**config.mk**
```make
export PLATFORM = sky130hd
export DESIGN_NAME = l1_l2c_arb
export DESIGN_NICKNAME = d
export VERILOG_FILES = /design/src/rtl/mbs_pkg.sv /design/src/rtl/l1_l2c_inv_merge.sv /design/src/rtl/l1_l2c_arb.sv
export SDC_FILE = /design/constraint.sdc
export NUM_CORES = 1
export LEC_CHECK = 0
export ABC_AREA = 1
export CAP_MARGIN = 20
export CELL_PAD_IN_SITES_DETAIL_PLACEMENT = 1
export CELL_PAD_IN_SITES_GLOBAL_PLACEMENT = 1
export CORE_MARGIN = 8
export CORE_UTILIZATION = 18
export DETAILED_ROUTE_END_ITERATION = 10
export HOLD_SLACK_MARGIN = 0.08
export PLACE_DENSITY = 0.88
export SKIP_CTS_REPAIR_TIMING = 1
export SLEW_MARGIN = 20
export SYNTH_ARGS = -nofsm -noshare
export SYNTH_HDL_FRONTEND = slang
export SYNTH_HIERARCHICAL = 1
export SYNTH_SLANG_ARGS = --single-unit
```
**constraint.sdc**
```tcl
create_clock -name clk_mc -period 1.5 [get_ports clk_mc]
set_input_delay 0.3 -clock clk_mc [delete_from_list [all_inputs] [get_ports clk_mc]]
set_output_delay 0.3 -clock clk_mc [all_outputs]
set_load 0.005 [all_outputs]
```
**src/rtl/mbs_pkg.sv**
```systemverilog
// Shared MBS core definitions: L1 request flag bit positions, L2C arbiter
// state/owner encodings and the default cache line length in beats.
package mbs_pkg;

    localparam int unsigned FLAG_CACHEABLE = 1;
    localparam int unsigned FLAG_WRITE     = 0;
    localparam int unsigned LINE_BEATS_DEF = 8;

    typedef enum logic {
        StIdle = 1'b0,
        StBusy = 1'b1
    } arb_state_e;

    typedef enum logic {
        OwnIl1 = 1'b0,
        OwnDl1 = 1'b1
    } arb_own_e;

    function automatic logic is_cacheable_read(input logic [1:0] flags);
        return flags[FLAG_CACHEABLE] & ~flags[FLAG_WRITE];
    endfunction

endpackage

```
**src/rtl/l1_l2c_inv_merge.sv**
```systemverilog
// Fans L2C invalidations out to both L1 caches and merges their acknowledgements
// into one pulse once both have answered, in the same cycle or in any order.
module l1_l2c_inv_merge (
    input  logic        clk_mc,
    input  logic        rst_mc_n,
    input  logic        i_l2c_inv_req,
    input  logic [31:0] i_l2c_inv_adr,
    output logic        o_l2c_inv_ack,
    output logic        o_il1_inv_req,
    output logic        o_dl1_inv_req,
    output logic [31:0] o_l1_inv_adr,
    input  logic        i_il1_inv_ack,
    input  logic        i_dl1_inv_ack
);

    logic r_il1_ack;
    logic r_dl1_ack;
    logic w_il1_seen;
    logic w_dl1_seen;
    logic w_both;

    always_comb begin
        w_il1_seen = r_il1_ack | i_il1_inv_ack;
        w_dl1_seen = r_dl1_ack | i_dl1_inv_ack;
        w_both     = w_il1_seen & w_dl1_seen;
    end

    // Sticky acks drop on the merged pulse so the next invalidation starts clean.
    always_ff @(posedge clk_mc) begin
        if (!rst_mc_n) begin
            r_il1_ack <= 1'b0;
            r_dl1_ack <= 1'b0;
        end else begin
            r_il1_ack <= w_il1_seen & ~w_both;
            r_dl1_ack <= w_dl1_seen & ~w_both;
        end
    end

    assign o_l2c_inv_ack = w_both;
    assign o_il1_inv_req = i_l2c_inv_req;
    assign o_dl1_inv_req = i_l2c_inv_req;
    assign o_l1_inv_adr  = i_l2c_inv_adr;

endmodule

```
**src/rtl/l1_l2c_arb.sv**
```systemverilog
// Arbitrates the L2C request port between IL1 and DL1 and steers responses to the owner.
// Define ARB_RR_EN for round-robin tie-breaking; otherwise DL1 has fixed priority.
module l1_l2c_arb
    import mbs_pkg::*;
#(
    parameter int unsigned LINE_BEATS = LINE_BEATS_DEF
) (
    input  logic        clk_mc,
    input  logic        rst_mc_n,
    input  logic [31:0] i_il1_adr,
    input  logic [1:0]  i_il1_flags,
    input  logic        i_il1_valid,
    output logic        o_il1_stall,
    output logic        o_il1_rdata_valid,
    output logic        o_il1_tlb_fault,
    input  logic [31:0] i_dl1_adr,
    input  logic [1:0]  i_dl1_flags,
    input  logic        i_dl1_valid,
    output logic        o_dl1_stall,
    output logic        o_dl1_rdata_valid,
    output logic        o_dl1_tlb_fault,
    output logic [31:0] o_l1_rdata,
    output logic [31:0] o_l2c_adr,
    output logic [1:0]  o_l2c_flags,
    output logic        o_l2c_valid,
    input  logic [31:0] i_l2c_rdata,
    input  logic        i_l2c_rdata_valid,
    input  logic        i_l2c_tlb_fault,
    input  logic        i_l2c_stall,
    input  logic        i_l2c_inv_req,
    input  logic [31:0] i_l2c_inv_adr,
    output logic        o_l2c_inv_ack,
    output logic        o_il1_inv_req,
    output logic        o_dl1_inv_req,
    output logic [31:0] o_l1_inv_adr,
    input  logic        i_il1_inv_ack,
    input  logic        i_dl1_inv_ack
);

    localparam int unsigned       BCNT_W    = $clog2(LINE_BEATS);
    localparam logic [BCNT_W-1:0] BCNT_LAST = BCNT_W'(LINE_BEATS - 1);

    arb_state_e        r_state;
    arb_state_e        w_state_d;
    arb_own_e          r_own;
    arb_own_e          w_own_d;
    logic              r_acc;
    logic              w_acc_d;
    logic [BCNT_W-1:0] r_bcnt;
    logic [BCNT_W-1:0] w_bcnt_d;
    logic              r_full;
    logic              w_full_d;
    logic              r_l2c_valid;
    logic              w_l2c_valid_d;
    logic [31:0]       r_l2c_adr;
    logic [31:0]       w_l2c_adr_d;
    logic [1:0]        r_l2c_flags;
    logic [1:0]        w_l2c_flags_d;

    logic w_busy;
    logic w_accept;
    logic w_beat;
    logic w_fault;
    logic w_last_beat;
    logic w_got_all;
    logic w_done;
    logic w_tie_dl1;
    logic w_gnt_dl1;

    always_comb begin
        w_busy   = (r_state == StBusy);
        w_accept = w_busy & r_l2c_valid & ~i_l2c_stall;
        w_beat   = w_busy & i_l2c_rdata_valid;
        w_fault  = w_busy & i_l2c_tlb_fault;
        // Uncached reads finish on their single beat; line fills on the counter wrap.
        w_last_beat = w_beat & (is_cacheable_read(r_l2c_flags) ? (r_bcnt == BCNT_LAST) : 1'b1);
        // r_full remembers a completed beat set when beats overtake the accept.
        w_got_all = r_l2c_flags[FLAG_WRITE] | r_full | w_last_beat;
        w_done    = w_busy & (((r_acc | w_accept) & w_got_all) | w_fault);
`ifdef ARB_RR_EN
        w_tie_dl1 = (r_own == OwnIl1);
`else
        w_tie_dl1 = 1'b1;
`endif
        w_gnt_dl1 = i_dl1_valid & (~i_il1_valid | w_tie_dl1);
    end

    always_comb begin
        w_state_d     = r_state;
        w_own_d       = r_own;
        w_acc_d       = r_acc;
        w_bcnt_d      = r_bcnt;
        w_full_d      = r_full;
        w_l2c_valid_d = r_l2c_valid;
        w_l2c_adr_d   = r_l2c_adr;
        w_l2c_flags_d = r_l2c_flags;
        unique case (r_state)
            StIdle: begin
                if (i_il1_valid | i_dl1_valid) begin
                    w_state_d     = StBusy;
                    w_own_d       = w_gnt_dl1 ? OwnDl1 : OwnIl1;
                    w_l2c_valid_d = 1'b1;
                    w_l2c_adr_d   = (w_gnt_dl1 ? i_dl1_adr : i_il1_adr) & 32'hFFFF_FFFC;
                    w_l2c_flags_d = w_gnt_dl1 ? i_dl1_flags : i_il1_flags;
                    w_acc_d       = 1'b0;
                    w_bcnt_d      = '0;
                    w_full_d      = 1'b0;
                end
            end
            StBusy: begin
                if (w_beat) begin
                    w_bcnt_d = r_bcnt + BCNT_W'(1);
                    w_full_d = r_full | w_last_beat;
                end
                if (w_accept) begin
                    w_acc_d       = 1'b1;
                    w_l2c_valid_d = 1'b0;
                end
                if (w_done) begin
                    w_state_d     = StIdle;
                    w_acc_d       = 1'b0;
                    w_bcnt_d      = '0;
                    w_full_d      = 1'b0;
                    w_l2c_valid_d = 1'b0;
                end
            end
            default: w_state_d = StIdle;
        endcase
    end

    always_ff @(posedge clk_mc) begin
        if (!rst_mc_n) begin
            r_state     <= StIdle;
            r_own       <= OwnIl1;
            r_acc       <= 1'b0;
            r_bcnt      <= '0;
            r_full      <= 1'b0;
            r_l2c_valid <= 1'b0;
            r_l2c_adr   <= '0;
            r_l2c_flags <= '0;
        end else begin
            r_state     <= w_state_d;
            r_own       <= w_own_d;
            r_acc       <= w_acc_d;
            r_bcnt      <= w_bcnt_d;
            r_full      <= w_full_d;
            r_l2c_valid <= w_l2c_valid_d;
            r_l2c_adr   <= w_l2c_adr_d;
            r_l2c_flags <= w_l2c_flags_d;
        end
    end

    assign o_il1_stall       = ~(w_accept & (r_own == OwnIl1));
    assign o_dl1_stall       = ~(w_accept & (r_own == OwnDl1));
    assign o_il1_rdata_valid = w_beat & (r_own == OwnIl1);
    assign o_dl1_rdata_valid = w_beat & (r_own == OwnDl1);
    assign o_il1_tlb_fault   = w_fault & (r_own == OwnIl1);
    assign o_dl1_tlb_fault   = w_fault & (r_own == OwnDl1);
    assign o_l1_rdata        = i_l2c_rdata;
    assign o_l2c_adr         = r_l2c_adr;
    assign o_l2c_flags       = r_l2c_flags;
    assign o_l2c_valid       = r_l2c_valid;

    l1_l2c_inv_merge u_inv_merge (
        .clk_mc        (clk_mc),
        .rst_mc_n      (rst_mc_n),
        .i_l2c_inv_req (i_l2c_inv_req),
        .i_l2c_inv_adr (i_l2c_inv_adr),
        .o_l2c_inv_ack (o_l2c_inv_ack),
        .o_il1_inv_req (o_il1_inv_req),
        .o_dl1_inv_req (o_dl1_inv_req),
        .o_l1_inv_adr  (o_l1_inv_adr),
        .i_il1_inv_ack (i_il1_inv_ack),
        .i_dl1_inv_ack (i_dl1_inv_ack)
    );

endmodule

```
# Yosys cells after proc, flatten, opt, wreduce, memory -nomap -nowiden
# Cells that the tools add are included.
# word_totals
regBits,42
in_bits,142
output_inout_bits,108
wordCells,72
# classes
add_sub_neg,1
n_eq_ne,4
mux,22
bitwise,32
reduce_logical,3
# op_table
op,count
2-to-1 mux 32 bit,1
AND 1 bit,17
2-to-1 mux 1 bit,12
2-to-1 mux 3 bit,3
bitwise OR 1 bit,8
case mux 1 bit (2 select lines),4
NOT 1 bit,7
inequality test 3 x 1 -> 1 bit (second input constant),2
case mux 3 bit (2 select lines),1
AND reduction 2 bit,3
adder 3 x 1 -> 3 bit (second input constant),1
== test 3 bit (second input constant),1
2-to-1 mux 2 bit,1
inequality test 2 bit (second input constant),1

# Depth between registers and ports, before layout
# Gate-level depths: netlist (run 1).
# depth
ltp_word,10
ltp_mapped,11
ltp_nobuf,11

# Hierarchy
# The synthesis (run 1) kept the hierarchy.
# modules_own_cells
module,n_inst,cells_each,area_each_um2,seq_area_each_um2
l1_l2c_arb,1,279,2015.7,800.8
l1_l2c_inv_merge,1,43,346.6,40.0

# Least setup slack after synthesis (run 1)
# OpenSTA, ideal clock, no wires.
# synth_path
path_kind,register -> register
startpoint,register r_bcnt[0]
endpoint,register r_bcnt[1]
setup_time_ps,70
arrival_ps,1255
t_required_ps,1430
setup_slack_ps,175
stages_incl_launch_ff,12
n_path_buf,0
path_cell_list,dfxtp_1 > ha_1 > ha_1 > inv_1 > nand3_1 > nand2_1 > nand2_1 > nand2_1 > nand2_2 > nor2_1 > nand2_1 > a21oi_1
# synth_via
elab_chain_cells,9
word_cells_on_any_way,13
# synth_lines
item,line,text
from (decl),l1_l2c_arb.sv:49,logic [BCNT_W-1:0] r_bcnt;
from (signal assigned),l1_l2c_arb.sv:145,r_bcnt <= w_bcnt_d;
== test 3 bit,l1_l2c_arb.sv:76,w_last_beat = w_beat & (is_cacheable_read(r_l2c_flags) ? (r_bcnt == BCNT_LAST) : 1'b1);
2-to-1 mux 1 bit,l1_l2c_arb.sv:76,
AND 1 bit,l1_l2c_arb.sv:76,
bitwise OR 1 bit,l1_l2c_arb.sv:78,w_got_all = r_l2c_flags[FLAG_WRITE] | r_full | w_last_beat;
AND 1 bit,l1_l2c_arb.sv:79,w_done = w_busy & (((r_acc | w_accept) & w_got_all) | w_fault);
bitwise OR 1 bit,l1_l2c_arb.sv:79,
AND 1 bit,l1_l2c_arb.sv:79,
inequality test 3 x 1 -> 1 bit (no line) / 2-to-1 mux 3 bit (equally long branches),n/a,
AND reduction 2 bit (no line) / case mux 3 bit (2 select lines) (equally long branches),n/a,
# Several ways; a longest one is shown, not always the timed one. The select of a mux whose other input is x is not followed.
# A chain may end at the register's enable or synchronous reset.

# Worst setup path in the final report (run 1)
# layout_path
startpoint,input port i_l2c_rdata_valid
endpoint,output port o_dl1_rdata_valid
# layout_via
elab_chain_cells,2
# layout_lines
item,line,text
from (decl),l1_l2c_arb.sv:27,"input logic i_l2c_rdata_valid,"
AND 1 bit,l1_l2c_arb.sv:73,w_beat = w_busy & i_l2c_rdata_valid;
AND 1 bit,l1_l2c_arb.sv:156,assign o_dl1_rdata_valid = w_beat & (r_own == OwnDl1);
to (decl),l1_l2c_arb.sv:20,"output logic o_dl1_rdata_valid,"
# Every way passes these cells.

==> results of run 1 <==
## sequential cells by signal, summed over array words and instances, names as in the netlist
signal,count
o_l2c_valid,1
u_inv_merge/r_dl1_ack,1
r_acc,1
o_l2c_adr,30
o_l2c_flags,2
r_bcnt,3
r_full,1
r_state,1
r_own,1
u_inv_merge/r_il1_ack,1
## path summary, 6_finish.rpt
kind | start | to | cells past startpoint
worst min-delay path | r_acc | r_acc | 2
worst min register to register | r_acc | r_acc | 2
worst max register to register | r_bcnt[0] | r_bcnt[1] | 11
worst max-delay path | i_l2c_rdata_valid | o_dl1_rdata_valid | 4
## critical path, cell delays in order
cell,delay [ps]
clkdlybuf4s50_1,520
nand2_2,100
nor2_1,130
dlymetal6s2s_1,170
## cell families (layout without fill, tap and decap cells)
logic type,after synthesis,in the layout
adder cells (fa/ha/maj),2,2
AO/OA/AOI/OAI,74,74
other,1,2
flip-flops,42,42
buffers and inverters,98,149
AND/OR/NAND/NOR,105,105
## metrics by stage
step	util (%)	area, um^2	setup TNS [ps]
after detailed placement	24.9	3250	-7420
after global routing	27.2	3540	-116
after CTS	26.1	3400	-2760
final	27.2	3540	-12.8
after global placement	24.9	3250	-5590
after floorplan	-	2370	0
## area by class of cell
cell class              instances  area, um^2
multi-input cells             183         965
flip-flops and latches         42         850
inverters                      13        48.8
clock buffers                   6         139
fillers                      1586        9490
clock inverters                 2        12.5
repair buffers                128        1310
well taps                     176         220
## power groups by stage
stage	Combinational [mW]	Clock [mW]	Sequential, mW
after floorplan	0.411	0	1.30
after global placement	0.760	0	1.29
after detailed placement	0.784	0	1.30
after CTS	0.787	1.20	1.28
after global routing	0.863	1.25	1.29
final	0.785	1.13	1.28
## synth_stat cells (all sizes together)
cell type | number | area [um^2]
inv | 13 | 48.8
conb | 1 | 3.75
clkbuf | 8 | 30.0
nand2 | 86 | 330
dfxtp | 42 | 841
buf | 77 | 572
ha | 2 | 25.0
a31oi | 32 | 200
o21ai | 33 | 165
nor2 | 15 | 76.3
nand3 | 4 | 20.0
a21oi | 8 | 43.8
o22ai | 1 | 6.26
## placed cells by master (no fill, tap or decap), drive strengths merged
cell type | netlist | routed
clkdlybuf4s50 | 0 | 94
nand2 | 86 | 86
dfxtp | 42 | 42
o21ai | 33 | 33
a31oi | 32 | 32
dlymetal6s2s | 0 | 16
buf | 77 | 16
nor2 | 15 | 15
inv | 13 | 13
a21oi | 8 | 8
clkbuf | 8 | 8
nand3 | 4 | 4
ha | 2 | 2
conb | 1 | 2
o22ai | 1 | 1
clkinvlp | 0 | 1
clkinv | 0 | 1
## metal layers
layer  global-route usage [%]  vias up  wire [um]
li1                         -     1086          -
met4                     4.86        0        246
met1                     9.69     1043       3280
met3                     3.94       28        717
met2                     17.8       92       4430
met5                        0        -          0
==> results.json, run 1 <==
{
  "grt_max_degree": 48,
  "outcome": "complete, but fails checks",
  "die_h_um": 131,
  "totalPowerFinal_mw": 3.19,
  "avgSynthCellArea_um2": 7.34,
  "diodes": 0,
  "fmax_ghz": 0.661,
  "post-route-period-util_pct": 101,
  "internal-power_mw": 2.34,
  "dp_cells": 539,
  "drcViolationCount": 0,
  "clock_skew_ps": 5.23,
  "setup_viol": 1,
  "cellPowerDensity_mw_per_mm2": 902,
  "rsz0062_at_grt": "true",
  "timing.final.ws_setup_ps": -12.8,
  "clk_pin_slew_ps": 60,
  "cts-root-buf": "clkbuf_16",
  "ff2ff_setup_slack_ps": 60,
  "worstSetupPathType": "input port to output port",
  "overflow": 0,
  "start_util_pct": 18.1,
  "fp-row-count": 42,
  "place.port_buffers": 112,
  "cts_buffers": 5,
  "muxShareOfSynthArea_pct": 0,
  "hpwl_um": 6590,
  "core_area_mm2": 0.0130,
  "grt_pass1_vias": 2511,
  "nNetsFinal": 517,
  "finalCriticalPeriod_ps": 1510,
  "hold_path_class": "flip-flop to flip-flop",
  "grtUsageTotal_pct": 9.89,
  "place_ws_ps": -403,
  "wl_per_cell_um": 15.8,
  "comb_power_share_pct": 24.6,
  "max-vdd-ir-drop_mv": 0.357,
  "synth_cell_types": 22,
  "synthXorXnorAreaFrac_pct": 0,
  "p_sw_share_pct": 26.9,
  "clockPowerShare_pct": 35.4,
  "ant_nets": 0,
  "drt_first_pass_iters": 4,
  "cts_tree": "yes",
  "p_switching_mw": 0.859,
  "critPathArrivalTime_ps": 1210,
  "viasPerCell": 4.09,
  "antenna_found_initial": 0,
  "synth_compound_area_share_pct": 17.6,
  "leakage_nw": 1.58,
  "area_growth_pct": 50.0,
  "power_frac_seq_pct": 40.1,
  "clockBufferDepth": 2,
  "worst-path-max-fanout": 3,
  "yosys_warnings": 6,
  "vias": 2249,
  "drv_slew": 0,
  "netlist_instances": 322,
  "die-area_mm2": 0.0170,
  "die_w_um": 131,
  "grt_pass1_wl_um": 12800,
  "clkSinkCount": 42,
  "synth-simple-area-share_pct": 18.1,
  "synthAdderAreaFrac_pct": 1.06,
  "end_kind": "output port",
  "synth_area_mm2": 0.00236,
  "violations": "setup timing",
  "num_io_pins": 250,
  "ys_seq_area_share_pct": 35.6,
  "h-tree-depth": 2,
  "drt-initial-drc-count": 105,
  "drv_cap": 0,
  "timing.final.hold_violations": 0,
  "critPathLaunchType": "input port",
  "place_congestion": 0.742,
  "ys_seq_elements": 42,
  "holdWs_ps": 465,
  "synth_top_family_by_area": "buffers and inverters",
  "crit_required_ps": 1200,
  "wl_um": 8670,
  "clk_latency_ps": 290,
  "stdcell_count": 550,
  "final_layout_size_suffix_gt1_share_pct": 15.5
}
Note: power is estimated with default switching activity, not from simulation.
==> run 2: changes to the inputs <==
--- a/config.mk
+++ b/config.mk
@@ -11,6 +11,7 @@
 export CELL_PAD_IN_SITES_GLOBAL_PLACEMENT = 1
 export CORE_MARGIN = 8
 export CORE_UTILIZATION = 18
+export CTS_CLUSTER_DIAMETER = 80
 export DETAILED_ROUTE_END_ITERATION = 10
 export HOLD_SLACK_MARGIN = 0.08
 export PLACE_DENSITY = 0.88
@@ -18,5 +19,4 @@
 export SLEW_MARGIN = 20
 export SYNTH_ARGS = -nofsm -noshare
 export SYNTH_HDL_FRONTEND = slang
-export SYNTH_HIERARCHICAL = 1
 export SYNTH_SLANG_ARGS = --single-unit
==> results.json, run 2 <==
{
  "end_kind": "flip-flop",
  "avgSynthCellArea_um2": 7.30,
  "worstSetupPathType": "flip-flop to flip-flop",
  "netlist_instances": 320,
  "drv_slew": 0,
  "r2r_end": "r_bcnt[1]",
  "grt_pass1_wl_um": 12800,
  "rsz0062_at_grt": "true",
  "fp-row-count": 41,
  "stdcell_count": 546,
  "viasPerCell": 4.11,
  "clockBufferDepth": 2,
  "overflow": 0,
  "final_layout_size_suffix_gt1_share_pct": 15.5,
  "synth_common_cells": "nand2_1 (83), buf_4 (70), dfxtp_1 (42)",
  "synth_edf_count": 0,
  "die_h_um": 130,
  "num_io_pins": 250,
  "drt_first_pass_iters": 3,
  "mostFrequentLayoutCells": "clkdlybuf4s50_1 (102), nand2_1 (78), dfxtp_1 (36)",
  "hold_path_class": "flip-flop to flip-flop",
  "synth_area_mm2": 0.00233,
  "ff2ff_setup_slack_ps": -20,
  "dp_cells": 537,
  "outcome": "complete, but fails checks",
  "timing.final.hold_violations": 0,
  "fmax_ghz": 0.660,
  "nNetsFinal": 517,
  "final_util_pct": 28.1,
  "min_from": "u_inv_merge.r_il1_ack",
  "netlist.area_leader.share_pct": 36.0,
  "synth_cell_types": 21,
  "hpwl_um": 6570,
  "synthArstFlopShare_pct": 0,
  "worstHoldPathCells": 1,
  "setup_viol": 1,
  "finalCriticalPeriod_ps": 1520,
  "max-vdd-ir-drop_mv": 0.414,
  "die-area_mm2": 0.0169,
  "post-route-period-util_pct": 101,
  "r2r_cells": 11,
  "drcViolationCount": 0,
  "clk_pin_slew_ps": 60,
  "reg2reg_from": "r_bcnt[1]",
  "ys_seq_elements": 42,
  "grtUsageTotal_pct": 9.64,
  "layout_commonest_cell": "clkdlybuf4s50_1",
  "h-tree-depth": 2,
  "critPathArrivalTime_ps": 1720,
  "hold-path-endpoint": "u_inv_merge.r_dl1_ack",
  "ant_nets": 0,
  "area_growth_pct": 51.9,
  "antenna_found_initial": 0,
  "holdWs_ps": 417,
  "die_w_um": 130,
  "leakage_nw": 1.46,
  "cts-root-buf": "clkbuf_16",
  "diodes": 0,
  "synth_ff_type": "dfxtp_1",
  "drt-initial-drc-count": 52,
  "crit_required_ps": 1700,
  "drv_cap": 0,
  "yosys_warnings": 0,
  "timing.final.ws_setup_ps": -15.7,
  "clkSinkCount": 42,
  "core_area_mm2": 0.0126,
  "critPathLaunchType": "flip-flop",
  "totalPowerFinal_mw": 3.18,
  "start_util_pct": 18.5,
  "cts_buffers": 5,
  "cellPowerDensity_mw_per_mm2": 896,
  "wl_per_cell_um": 15.5,
  "vias": 2243,
  "grt_max_degree": 40,
  "yosysTopAreaCell": "dfxtp_1",
  "largest_reg_flops": 30,
  "synth.most_common_cell": "nand2_1",
  "cts_tree": "yes",
  "place.port_buffers": 112,
  "clk_latency_ps": 280,
  "ys_seq_area_share_pct": 36.0,
  "place_congestion": 0.745,
  "grt_pass1_vias": 2446,
  "clock_skew_ps": 3.89,
  "wl_um": 8460,
  "synthTopCellsByArea": "dfxtp_1 (36%), buf_4 (23%), nand2_1 (13%)",
  "worst-path-max-fanout": 4,
  "violations": "setup timing"
}
[run 2: cell types whose count changed in the layout (fill, tap and decap cells not counted), sizes merged]
cell / before / now
nand2: 86 / 84
clkdlybuf4s50: 94 / 102
buf: 16 / 18
nor4: 0 / 2
dlymetal6s2s: 16 / 9
clkinvlp: 1 / 0
nor2: 15 / 13
[run 2: metal layers]
| layer | GRT usage (%) | part of all wire (%) | up-vias | wire length [um] |
|---|---|---|---|---|
| met4 | 3.35 | 1.9 | 0 | 162 |
| met3 | 4.37 | 8.4 | 17 | 708 |
| met2 | 17.3 | 51 | 90 | 4290 |
| met1 | 9.68 | 39 | 1043 | 3300 |
| li1 | - | - | 1093 | - |
| met5 | 0 | 0 | - | 0 |
[run 2: power by group]
part,switching [mW],internal [mW],total [mW]
clock,0.442,0.661,1.10
sequential,0.0595,1.22,1.28
combinational,0.331,0.466,0.798
[run 2: area by class of cell]
type	count	area, um^2
Clock inverter	1	5.00
Clock buffer	7	143
Sequential cell	42	856
Tap cell	172	215
Inverter	13	48.8
Multi-Input combinational cell	181	967
Fill cell	1525	9070
Timing Repair Buffer	130	1310
[run 2: logic make-up (layout without fill, tap and decap cells)]
logic type	after synthesis	count (layout)	synth area share, %
and+or+nand+nor	103	103	17.1
buffers and inverters	98	151	27.9
AOI/OAI and AO/OA	74	74	17.8
DFF	42	42	36.0
adders and majority gates	2	2	1.07
other	1	2	0.161
[run 2: worst max-delay path by stage]
stage | startpoint | to | slack [ps] | cells after the start
final | r_bcnt[1] | r_bcnt[1] | -20 | 11
after global routing | r_bcnt[1] | r_bcnt[1] | -90 | 11
after CTS | i_l2c_tlb_fault | o_dl1_tlb_fault | -350 | 4
after detailed placement | i_l2c_tlb_fault | o_dl1_tlb_fault | -350 | 4
after global placement | i_l2c_rdata_valid | o_il1_rdata_valid | -320 | 4
after floorplan | r_bcnt[0] | r_bcnt[1] | 180 | 11
[run 2: stage by stage]
step	area [um^2]	worst slack, ps	TNS, ps
floorplan	2340	175	0
global placement	3250	-319	-5790
detailed placement	3250	-350	-8440
CTS	3390	-352	-2760
global route	3550	-91.5	-223
finish	3550	-15.7	-15.7
[run 2: worst max-delay path, stage by stage (launching register included)]
cell,delay (ps)
dfxtp_4,350
ha_4,160
ha_4,150
inv_2,40
nand3_2,60
nand2_1,80
nand2_1,60
nand2_2,90
nand2_4,80
nand2_4,130
nand3_4,80
a21oi_2,160
